### src/rtl/sram_bus_arbiter_if.sv
`default_nettype none
// ============================================================================
// Module      : sram_bus_arbiter_if
// Description : Requester handshake and multiplexed SRAM pin bundle.
// Revision    : 1.0 - initial release
// ============================================================================
interface sram_bus_arbiter_if #(
    parameter int W = 8
);
    logic         req0;
    logic         req1;
    logic         we0;
    logic         we1;
    logic [W-1:0] addr0;
    logic [W-1:0] addr1;
    logic [W-1:0] wdata0;
    logic [W-1:0] wdata1;
    logic         ack0;
    logic         ack1;
    logic [W-1:0] rdata;
    logic         busy;
    logic [W-1:0] bus_din;
    logic [W-1:0] bus_dout;
    logic [W-1:0] bus_oe;
    logic         latch_le;
    logic         mem_oe_n;
    logic         mem_we_n;

    modport slave (
        input  req0, req1, we0, we1, addr0, addr1, wdata0, wdata1, bus_din,
        output ack0, ack1, rdata, busy, bus_dout, bus_oe, latch_le, mem_oe_n, mem_we_n
    );

    modport master (
        output req0, req1, we0, we1, addr0, addr1, wdata0, wdata1, bus_din,
        input  ack0, ack1, rdata, busy, bus_dout, bus_oe, latch_le, mem_oe_n, mem_we_n
    );
endinterface
`default_nettype wire

### src/rtl/sram_bus_arbiter.sv
`default_nettype none
// ============================================================================
// Module      : sram_bus_arbiter
// Description : Two-port arbiter driving a latched-address multiplexed SRAM
//               bus. Define SRAM_ARB_RR_EN for round-robin ties, else port 1
//               always wins ties.
// Revision    : 1.0 - initial release
// ============================================================================
module sram_bus_arbiter #(
    parameter int W = 8
) (
    input  wire logic         clk,
    input  wire logic         rst_n,
    sram_bus_arbiter_if.slave bus
);
    typedef enum logic [2:0] {
        S_IDLE    = 3'd0,
        S_ADDR    = 3'd1,
        S_HOLD    = 3'd2,
        S_OE      = 3'd3,
        S_SAMPLE  = 3'd4,
        S_DATA    = 3'd5,
        S_STROBE  = 3'd6,
        S_RECOVER = 3'd7
    } state_t;

    localparam logic [W-1:0] C_ALL_ONES = {W{1'b1}};

    state_t       state_q, state_d;
    logic         sel_q, sel_d;
    logic         we_q, we_d;
    logic [W-1:0] addr_q, addr_d;
    logic [W-1:0] wdata_q, wdata_d;
    logic         latch_le_q, latch_le_d;
    logic         mem_oe_n_q, mem_oe_n_d;
    logic         mem_we_n_q, mem_we_n_d;
    logic [W-1:0] bus_oe_q, bus_oe_d;
    logic [W-1:0] bus_dout_q, bus_dout_d;
    logic [W-1:0] rdata_q, rdata_d;
    logic         ack0_q, ack0_d;
    logic         ack1_q, ack1_d;
    logic         busy_q, busy_d;
    logic         grant_port;

`ifdef SRAM_ARB_RR_EN
    // rr_q names the port that wins the next tie.
    logic rr_q, rr_d;
    assign grant_port = (bus.req0 && bus.req1) ? rr_q : bus.req1;

    always_ff @(posedge clk or negedge rst_n) begin
        if (!rst_n) rr_q <= 1'b0;
        else        rr_q <= rr_d;
    end
`else
    assign grant_port = bus.req1;
`endif

    always_comb begin
        state_d = state_q;
        sel_d   = sel_q;
        we_d    = we_q;
        addr_d  = addr_q;
        wdata_d = wdata_q;
`ifdef SRAM_ARB_RR_EN
        rr_d    = rr_q;
`endif
        case (state_q)
            S_IDLE: begin
                if (bus.req0 || bus.req1) begin
                    sel_d   = grant_port;
                    we_d    = grant_port ? bus.we1    : bus.we0;
                    addr_d  = grant_port ? bus.addr1  : bus.addr0;
                    wdata_d = grant_port ? bus.wdata1 : bus.wdata0;
`ifdef SRAM_ARB_RR_EN
                    rr_d    = ~grant_port;
`endif
                    state_d = S_ADDR;
                end
            end
            S_ADDR:    state_d = S_HOLD;
            S_HOLD:    state_d = we_q ? S_DATA : S_OE;
            S_OE:      state_d = S_SAMPLE;
            S_SAMPLE:  state_d = S_IDLE;
            S_DATA:    state_d = S_STROBE;
            S_STROBE:  state_d = S_RECOVER;
            S_RECOVER: state_d = S_IDLE;
            default:   state_d = S_IDLE;
        endcase
    end

    // Pin outputs are decoded from the next state so they are registered
    // yet valid in the very cycle the state is entered.
    always_comb begin
        latch_le_d = 1'b0;
        mem_oe_n_d = 1'b1;
        mem_we_n_d = 1'b1;
        bus_oe_d   = '0;
        bus_dout_d = bus_dout_q;
        ack0_d     = 1'b0;
        ack1_d     = 1'b0;
        busy_d     = (state_d != S_IDLE);
        rdata_d    = (state_q == S_OE) ? bus.bus_din : rdata_q;
        case (state_d)
            S_ADDR: begin
                latch_le_d = 1'b1;
                bus_oe_d   = C_ALL_ONES;
                bus_dout_d = addr_d;
            end
            S_HOLD: begin
                bus_oe_d   = C_ALL_ONES;
                bus_dout_d = addr_d;
            end
            S_OE:      mem_oe_n_d = 1'b0;
            S_SAMPLE: begin
                ack0_d = ~sel_d;
                ack1_d = sel_d;
            end
            S_DATA: begin
                bus_oe_d   = C_ALL_ONES;
                bus_dout_d = wdata_d;
            end
            S_STROBE: begin
                mem_we_n_d = 1'b0;
                bus_oe_d   = C_ALL_ONES;
                bus_dout_d = wdata_d;
            end
            S_RECOVER: begin
                bus_oe_d   = C_ALL_ONES;
                bus_dout_d = wdata_d;
                ack0_d     = ~sel_d;
                ack1_d     = sel_d;
            end
            default:   latch_le_d = 1'b1;
        endcase
    end

    always_ff @(posedge clk or negedge rst_n) begin
        if (!rst_n) begin
            state_q    <= S_IDLE;
            sel_q      <= 1'b0;
            we_q       <= 1'b0;
            addr_q     <= '0;
            wdata_q    <= '0;
            latch_le_q <= 1'b1;
            mem_oe_n_q <= 1'b1;
            mem_we_n_q <= 1'b1;
            bus_oe_q   <= '0;
            bus_dout_q <= '0;
            rdata_q    <= '0;
            ack0_q     <= 1'b0;
            ack1_q     <= 1'b0;
            busy_q     <= 1'b0;
        end else begin
            state_q    <= state_d;
            sel_q      <= sel_d;
            we_q       <= we_d;
            addr_q     <= addr_d;
            wdata_q    <= wdata_d;
            latch_le_q <= latch_le_d;
            mem_oe_n_q <= mem_oe_n_d;
            mem_we_n_q <= mem_we_n_d;
            bus_oe_q   <= bus_oe_d;
            bus_dout_q <= bus_dout_d;
            rdata_q    <= rdata_d;
            ack0_q     <= ack0_d;
            ack1_q     <= ack1_d;
            busy_q     <= busy_d;
        end
    end

    assign bus.latch_le = latch_le_q;
    assign bus.mem_oe_n = mem_oe_n_q;
    assign bus.mem_we_n = mem_we_n_q;
    assign bus.bus_oe   = bus_oe_q;
    assign bus.bus_dout = bus_dout_q;
    assign bus.rdata    = rdata_q;
    assign bus.ack0     = ack0_q;
    assign bus.ack1     = ack1_q;
    assign bus.busy     = busy_q;

endmodule
`default_nettype wire

### src/flat_wrapper.sv
// flat-port wrapper written by rule: the top's interface ports become plain ports
module sram_bus_arbiter_flat 
#(
    parameter int W = 8
)
  (clk, rst_n, bus_req0, bus_req1, bus_we0, bus_we1, bus_addr0, bus_addr1, bus_wdata0, bus_wdata1, bus_bus_din, bus_ack0, bus_ack1, bus_rdata, bus_busy, bus_bus_dout, bus_bus_oe, bus_latch_le, bus_mem_oe_n, bus_mem_we_n);
  sram_bus_arbiter_if #(.W(W)) bus_i ();
  input  wire logic clk;
  input  wire logic rst_n;
  input wire logic [$bits(bus_i.req0)-1:0] bus_req0;
  input wire logic [$bits(bus_i.req1)-1:0] bus_req1;
  input wire logic [$bits(bus_i.we0)-1:0] bus_we0;
  input wire logic [$bits(bus_i.we1)-1:0] bus_we1;
  input wire logic [$bits(bus_i.addr0)-1:0] bus_addr0;
  input wire logic [$bits(bus_i.addr1)-1:0] bus_addr1;
  input wire logic [$bits(bus_i.wdata0)-1:0] bus_wdata0;
  input wire logic [$bits(bus_i.wdata1)-1:0] bus_wdata1;
  input wire logic [$bits(bus_i.bus_din)-1:0] bus_bus_din;
  output wire logic [$bits(bus_i.ack0)-1:0] bus_ack0;
  output wire logic [$bits(bus_i.ack1)-1:0] bus_ack1;
  output wire logic [$bits(bus_i.rdata)-1:0] bus_rdata;
  output wire logic [$bits(bus_i.busy)-1:0] bus_busy;
  output wire logic [$bits(bus_i.bus_dout)-1:0] bus_bus_dout;
  output wire logic [$bits(bus_i.bus_oe)-1:0] bus_bus_oe;
  output wire logic [$bits(bus_i.latch_le)-1:0] bus_latch_le;
  output wire logic [$bits(bus_i.mem_oe_n)-1:0] bus_mem_oe_n;
  output wire logic [$bits(bus_i.mem_we_n)-1:0] bus_mem_we_n;
  assign bus_i.req0 = bus_req0;
  assign bus_i.req1 = bus_req1;
  assign bus_i.we0 = bus_we0;
  assign bus_i.we1 = bus_we1;
  assign bus_i.addr0 = bus_addr0;
  assign bus_i.addr1 = bus_addr1;
  assign bus_i.wdata0 = bus_wdata0;
  assign bus_i.wdata1 = bus_wdata1;
  assign bus_i.bus_din = bus_bus_din;
  assign bus_ack0 = bus_i.ack0;
  assign bus_ack1 = bus_i.ack1;
  assign bus_rdata = bus_i.rdata;
  assign bus_busy = bus_i.busy;
  assign bus_bus_dout = bus_i.bus_dout;
  assign bus_bus_oe = bus_i.bus_oe;
  assign bus_latch_le = bus_i.latch_le;
  assign bus_mem_oe_n = bus_i.mem_oe_n;
  assign bus_mem_we_n = bus_i.mem_we_n;
  sram_bus_arbiter #(.W(W)) u_core (.clk(clk), .rst_n(rst_n), .bus(bus_i));
endmodule
### config.mk
export PLATFORM = sky130hd
export DESIGN_NAME = sram_bus_arbiter_flat
export DESIGN_NICKNAME = d
export VERILOG_FILES = /design/src/rtl/sram_bus_arbiter_if.sv /design/src/rtl/sram_bus_arbiter.sv /design/src/flat_wrapper.sv
export SDC_FILE = /design/constraint.sdc
export NUM_CORES = 1
export LEC_CHECK = 0
export ABC_AREA = 1
export CAP_MARGIN = 20
export CORE_UTILIZATION = 41
export CTS_BUF_LIST = sky130_fd_sc_hd__clkbuf_8 sky130_fd_sc_hd__clkbuf_16
export CTS_CLUSTER_DIAMETER = 200
export DETAILED_ROUTE_END_ITERATION = 10
export GPL_ROUTABILITY_DRIVEN = 0
export PLACE_DENSITY_LB_ADDON = 0.15
export SYNTH_ARGS = -nofsm -noshare
export SYNTH_HDL_FRONTEND = slang
export SYNTH_SLANG_ARGS = --single-unit
export TNS_END_PERCENT = 1
### constraint.sdc
create_clock -name clk -period 1.1 [get_ports clk]
set_input_delay 0.11 -clock clk [delete_from_list [all_inputs] [get_ports clk]]
set_output_delay 0.11 -clock clk [all_outputs]
set_load 0.01 [all_outputs]
==> metrics.md, run 1 <==
| Metric | Value |
|---|---|
| Register clock-pin slew on the reported worst setup and hold paths | `around 90 ps` |
| Number of sinks on the clock net | `between 40 and 50` |
| Number of buffers added by the clock tree synthesis step | `5` |
| Die Ht | `75.06 um` |
| First-pass GRT wire length | `slightly above 8 mm` |
| Capturing element type of the critical path | `flip-flop` |
| Post-synthesis sequential area ratio | `0.5049` |
| Clock tree root buffer cell | `clkbuf_8` |
| Pin count of the biggest net entering global routing | `31` |
| Worst Skew | `9.945 ps` |
| Residual overflow from global routing | `0` |
| Data required time of the worst path | `1290 ps` |
| Count of cell types in the netlist | `23` |
| Total nets after synthesis | `325` |
| Number of fillers in the final layout | `466` |
| Final number of max-transition violations | `0` |
| Antenna violations before repair | `0` |
| Relative slew margins | `0.7541` |
| Routed wire length | `5.240 mm` |
| Maximum clock path buffer count | `2` |
| Synthesis Warnings | `0` |
| Register-to-register path setup slack | `-210 ps` |
| Leakage power figure | `1.704 nW` |
| Largest vdd supply drop | `between 1 and 1.5 mV` |
| Worst Setup Start Kind | `flip-flop` |
| Share of the cycle needed by the critical path after routing | `1.189` |
| Setup CP Type | `reg2reg` |
| Clk Latency, worst-skew pair | `300 ps` |
| Vias | `1993` |
| Vias per inst | `about 4.5` |
| Average cell area after synthesis | `7.844 um^2` |
| Row count | `26` |
| Worst EP arrival | `about 1500 ps` |
| Core box area | `roughly 5100 um^2` |
| Port Buffers | `between 70 and 80` |
| Simple-gate area share of the yosys netlist | `0.3642` |
| Cells after Synth | `279` |
| Proportion of synthesized area in mux cells | `0` |
| Post-place setup slack | `-395.5 ps` |
| Failing checks | `negative setup slack` |
| Antenna diode count | `0` |
| Worst setup startpoint | `u_core.state_q[1]` |
| Boundary pin count | `76` |
| Worst r2r dst | `u_core.bus.bus_dout[7]` |
| Worst R2R Start | `u_core.state_q[1]` |
| Number of nets with antenna violations after detailed routing | `0` |
| Setup repair after global routing missed its margin | `yes` |
| XOR/XNOR share of the synthesized area | `0.004002` |
| All-layer global routing usage | `0.1999` |
| Initial drt markers | `43` |
| Hold violation total from the final report | `0` |
| Number of cells traversed by the worst register-to-register path | `7` |
| Largest family of logic cells by synthesized area | `simple AND/OR/NAND/NOR gates` |
| Number of H-tree levels | `2` |
| Detailed-routing iteration count for the pre-antenna-repair pass | `4` |
| Actual slew at the worst max-slew pin | `368.9 ps` |
| Area Overhead vs Synth | `49.11%` |
| PwrDens | `~2600 nW/um^2` |
| Initial cell density of the core | `0.4285` |
| Final net count | `416` |
| Horizontal extent of the die | `75.06 um` |
| Routed len/inst | `11.88 um` |
| Number of placed instances with taps included | `430` |
| Number of global-route vias before repair | `between 1500 and 2000` |
| Outcome | `complete, but fails checks` |
| Shortest period the worst path allows | `1308 ps` |
| Top achievable clock speed | `around 760 MHz` |
| Final setup violation count | `36` |
| Share of final-layout standard cells stronger than drive strength 1 | `0.1941` |
| Synth Area in Compound Gates | `0.01601` |
| Critical-path maximum fanout | `8` |
| Total standard cell area after synthesis | `~2200 um^2` |
| Post-Layout Cell Count | `approximately 440` |
| Worst hold path class | `in2async` |
| TritonCTS clock tree | `done` |
| Post-route DRC | `0` |
| Setup crit end | `u_core.bus.bus_dout[7]` |
| Post-DP HPWL | `3.819 mm` |
| Adder-cell share of the synthesized area | `0` |
| Synthesized flop and latch total | `44` |
| Max Cap Viol | `0` |
| Die outline area | `around 5600 um^2` |
| Worst setup margin | `-207.8 ps` |
-- state kept, by name, indices dropped and copies added, names as in the netlist, 3 cells and up --
name,cells
u_core.addr_q,8
u_core.bus.bus_dout,8
u_core.wdata_q,8
u_core.state_q,3
u_core.bus.rdata,8
-- routing by layer --
metal,vias up,global-route usage,share of wire
met5,-,0,0
met4,0,0.04403,0.0094
met3,6,0.04284,0.041
met2,46,0.3433,0.50
met1,909,0.2601,0.45
li1,1032,-,-
-- area by class of cell --
type | count | area [um^2] | area share
inverters | 34 | 130.1 | 0.03988
clock buffers | 5 | 68.82 | 0.02109
clock inverters | 3 | 46.29 | 0.01419
flip-flops and latches | 44 | 1109 | 0.3397
repair buffers | 99 | 923.4 | 0.2830
multi-input cells | 186 | 898.4 | 0.2753
well taps | 70 | 87.58 | 0.02684
-- cells in the final DEF (no fill, tap or decap), types with 6 or more instances in the layout --
| cell type | n |
|---|---|
| nand2_2 | 7 |
| clkdlybuf4s50_1 | 44 |
| clkbuf_2 | 6 |
| clkdlybuf4s15_1 | 13 |
| buf_4 | 18 |
| dlygate4sd2_1 | 6 |
| nand3_1 | 42 |
| nand2_1 | 108 |
| dfrtp_1 | 38 |
| inv_1 | 29 |
| and2_1 | 8 |
-- critical path, cell delays in order, from the launching register on --
cell and delay, ps:
dfrtp_2 470, nor2_4 150, nand3_4 130, buf_12 170, nand2_1 60, nand2_1 80, nand2_1 70, nand3_1 70
-- cells by family after synthesis --
group                     Yosys count
xor gates and xnor gates            1
DFF                                44
and+or+nand+nor                   179
buffers and inverters              49
AOI/OAI and AO/OA                   6
-- where the power goes --
part           internal [mW]  leakage (nW)  switching [mW]
Sequential              2.44         0.519           0.391
Combinational           2.07          1.13            2.42
Clock                  0.684        0.0548           0.566
-- worst min path at each step --
| stage | startpoint | endpoint | slack [ps] | depth (start not counted) |
|---|---|---|---|---|
| floorplan | rst_n | u_core.addr_q[0] | -190 | 0 |
| global placement | rst_n | u_core.bus.bus_oe[6] | 50 | 1 |
| detailed placement | rst_n | u_core.bus.bus_oe[6] | 50 | 1 |
| CTS | rst_n | u_core.bus.bus_oe[6] | 260 | 2 |
| global route | rst_n | u_core.bus.bus_oe[6] | 300 | 2 |
| finish | rst_n | u_core.bus.bus_oe[6] | 250 | 2 |
-- Yosys cell counts --
cell	instances	share of area
inv_4	1	0.0029
a22oi_1	1	0.0034
inv_2	3	0.0051
nand3_4	1	0.0080
o31ai_1	1	0.0034
buf_6	2	0.010
nor2_1	6	0.010
nand4_1	1	0.0029
a21oi_1	3	0.0069
inv_1	30	0.051
nand3_2	1	0.0046
and2_1	8	0.023
o21ai_0	1	0.0023
buf_2	3	0.0069
nor2_4	1	0.0051
xnor2_1	1	0.0040
nand2_8	1	0.0091
dfrtp_1	41	0.47
dfstp_2	3	0.036
nand2_1	115	0.20
nand2_2	2	0.0057
nand3_1	43	0.098
buf_4	10	0.034
-- metrics by stage --
step	setup TNS, ps	hold slack, ps	total power, mW	utilization	area [um^2]
2_1_floorplan	-1351	-185.6	5.369	-	2191
3_3_place_gp	-8088	48.26	7.269	0.6083	3107
3_5_place_dp	-9085	50.80	7.391	0.6083	3107
4_1_cts	-3431	261.3	8.407	0.6306	3221
5_1_grt	-7116	300.5	9.271	0.6389	3263
6_report	-3766	247.0	8.575	0.6389	3263
-- timing repair --
item	4_1_cts	5_1_grt
pin swaps	2	1
resized for setup	62	30
setup buffers	1	1
hold endpoints to repair	11	0
hold buffers	1	0
endpoints found under the setup margin	71	60
(Power assumes the default switching activity.)
==> inputs of run 2 (changes only) <==
--- a/config.mk
+++ b/config.mk
@@ -13,6 +13,7 @@
 export DETAILED_ROUTE_END_ITERATION = 10
 export GPL_ROUTABILITY_DRIVEN = 0
 export PLACE_DENSITY_LB_ADDON = 0.15
+export SETUP_SLACK_MARGIN = 0.3
 export SYNTH_ARGS = -nofsm -noshare
 export SYNTH_HDL_FRONTEND = slang
 export SYNTH_SLANG_ARGS = --single-unit
==> run 2 against run 1 <==
Against the previous run:
- the flow still finishes with violations (negative setup slack)
- clock skew hardly changed
- core utilization decreased by 1.3 points
- global-route usage rose by 0.37 points
- critical path type unchanged
- critical endpoint is now u_core.bus.bus_dout[3]
- largest cell class unchanged
==> metrics.md, run 2 (synthesis gave the netlist of run 1 again) <==
| Metric | Value |
|---|---|
| Actual slew at the worst max-slew pin | `roughly 240 ps` |
| Post-Layout Cell Count | `440` |
| First-pass GRT wire length | `8.452 mm` |
| Worst hold path class | `in2async` |
| Data required time of the worst path | `1280 ps` |
| Largest vdd supply drop | `1.072 mV` |
| Sw Share | `0.3958` |
| Overall power after layout | `8.463 mW` |
| Pin count of the biggest net entering global routing | `31` |
| Die outline area | `5633 um^2` |
| Leading cell types in the layout, fill and taps excluded | `nand2_1, clkdlybuf4s50_1, nand3_1` |
| Switching power | `3.350 mW` |
| Register-to-register path setup slack | `-200 ps` |
| Top achievable clock speed | `770.4 MHz` |
| Int Power | `5.113 mW` |
| Worst r2r dst | `u_core.bus.bus_dout[3]` |
| Register clock-pin slew on the reported worst setup and hold paths | `90 ps` |
| Worst hold-check slack | `between 200 and 250 ps` |
| Routed wire length | `about 5.2 mm` |
| Comb power frac | `0.516` |
| Max Cap Viol | `0` |
| Clk Latency, worst-skew pair | `300 ps` |
| Boundary pin count | `76` |
| Number of buffers added by the clock tree synthesis step | `5` |
| Final number of max-transition violations | `0` |
| Routed len/inst | `11.79 um` |
| Worst Skew | `~9.5 ps` |
| PwrDens | `2646 nW/um^2` |
| Horizontal extent of the die | `75.06 um` |
| Share of the core filled with cells | `0.6262` |
| Final net count | `415` |
| Capturing element type of the critical path | `flip-flop` |
| Core box area | `5107 um^2` |
| Failing checks | `negative setup slack` |
| Proportion of power drawn by flip-flops and latches | `0.337` |
| Setup repair after global routing missed its margin | `yes` |
| Number of cells traversed by the worst register-to-register path | `7` |
| All-layer global routing usage | `0.2037` |
| Share of the cycle needed by the critical path after routing | `1.180` |
| Final setup violation count | `35` |
| Relative slew margins | `0.8423` |
| Vias | `1977` |
| Leakage power figure | `between 1.5 and 2 nW` |
| Post-DP HPWL | `~3.8 mm` |
| Setup CP Type | `reg2reg` |
| Worst Setup Start Kind | `flip-flop` |
| Leading cell type in the layout, fill and taps excluded | `nand2_1` |
| TritonCTS clock tree | `done` |
| Number of sinks on the clock net | `44` |
| Share of final-layout standard cells stronger than drive strength 1 | `0.2432` |
| Row count | `26` |
| Clock tree root buffer cell | `clkbuf_8` |
| Number of nets with antenna violations after detailed routing | `0` |
| Shortest period the worst path allows | `1298 ps` |
| Vias per inst | `4.493` |
| Port Buffers | `75` |
| Outcome | `complete, but fails checks` |
| Post-route DRC | `0` |
| Worst EP arrival | `1480 ps` |
| Number of placed instances with taps included | `430` |
| Maximum clock path buffer count | `2` |
| Die Ht | `approximately 75 um` |
| Detailed-routing iteration count for the pre-antenna-repair pass | `4` |
| Hold violation total from the final report | `0` |
| Initial drt markers | `36` |
| Antenna diode count | `0` |
| Antenna violations before repair | `0` |
| Worst setup margin | `-198.1 ps` |
| Area Overhead vs Synth | `46.14%` |
| Worst R2R Start | `u_core.state_q[0]` |
| Critical-path maximum fanout | `17` |
| Number of global-route vias before repair | `1818` |
| Number of H-tree levels | `2` |
| Initial cell density of the core | `0.4285` |
| Clk network pwr share | `0.147` |
| Residual overflow from global routing | `0` |
## run 2: changes by cell type in the layout (fill, tap and decap cells not counted), moves of 5 or more
cell,delta
dlygate4sd2_1,-6
buf_6,+5
buf_2,+19
clkbuf_2,-6
clkdlybuf4s15_1,-13
## run 2: worst max-delay path by stage
| stage | start | to | slack, ps | cells past startpoint |
|---|---|---|---|---|
| after floorplan | u_core.state_q[0] | u_core.bus.bus_dout[0] | -80 | 7 |
| after global placement | bus_req1 | u_core.bus.bus_dout[0] | -350 | 7 |
| after detailed placement | bus_req1 | u_core.bus.bus_dout[3] | -400 | 9 |
| after CTS | u_core.state_q[0] | u_core.bus.bus_dout[7] | -200 | 7 |
| after global routing | u_core.state_q[0] | u_core.bus.bus_dout[3] | -300 | 7 |
| final | u_core.state_q[0] | u_core.bus.bus_dout[3] | -200 | 7 |
## run 2: layer usage
layer | track usage | wire length (um) | up-vias
met1 | 0.2635 | 2356 | 896
met3 | 0.04418 | 194 | 6
met2 | 0.3504 | 2585 | 43
met5 | 0 | 0 | -
li1 | - | - | 1032
met4 | 0.04612 | 50 | 0
## run 2: power by group through the flow
| stage | Combinational [mW] | Sequential, mW | Clock (mW) |
|---|---|---|---|
| 2_1_floorplan | 2.38 | 2.99 | 0 |
| 3_3_place_gp | 4.45 | 2.82 | 0 |
| 3_5_place_dp | 4.56 | 2.84 | 0 |
| 4_1_cts | 4.37 | 2.84 | 1.27 |
| 5_1_grt | 4.88 | 2.94 | 1.34 |
| 6_report | 4.37 | 2.85 | 1.25 |
## run 2: timing repair
action                                  4_1_cts  5_1_grt
gates resized for setup                     104       42
endpoints found under the setup margin       74      104
hold buffers                                  1        0
pin swaps                                     2        1
endpoints found under the hold margin        11        0
buffers inserted                              1        0
## run 2: layout make-up
class	instances	area, um^2
Sequential cell	44	1109
Multi-Input combinational cell	186	894.6
Inverter	34	130.1
Tap cell	70	87.58
Clock inverter	3	46.29
Timing Repair Buffer	98	862.1
Fill cell	469	1909
Clock buffer	5	68.82
## run 2: metrics by stage
stage | TNS [ps] | cell area (um^2) | setup slack (ps)
after detailed placement | -9085 | 3107 | -395.5
after global routing | -7422 | 3198 | -304.2
final | -3982 | 3198 | -198.1
after CTS | -3774 | 3209 | -198.8
after floorplan | -1351 | 2191 | -81.31
after global placement | -8088 | 3107 | -345.5
## run 2: worst max-delay path, cell delays in order (launching register included)
cell and delay (ps):
dfrtp_2 480, inv_2 100, nand2_2 70, nor2_4 120, buf_12 150, nand3_1 90, nand3_1 80, nand3_1 90
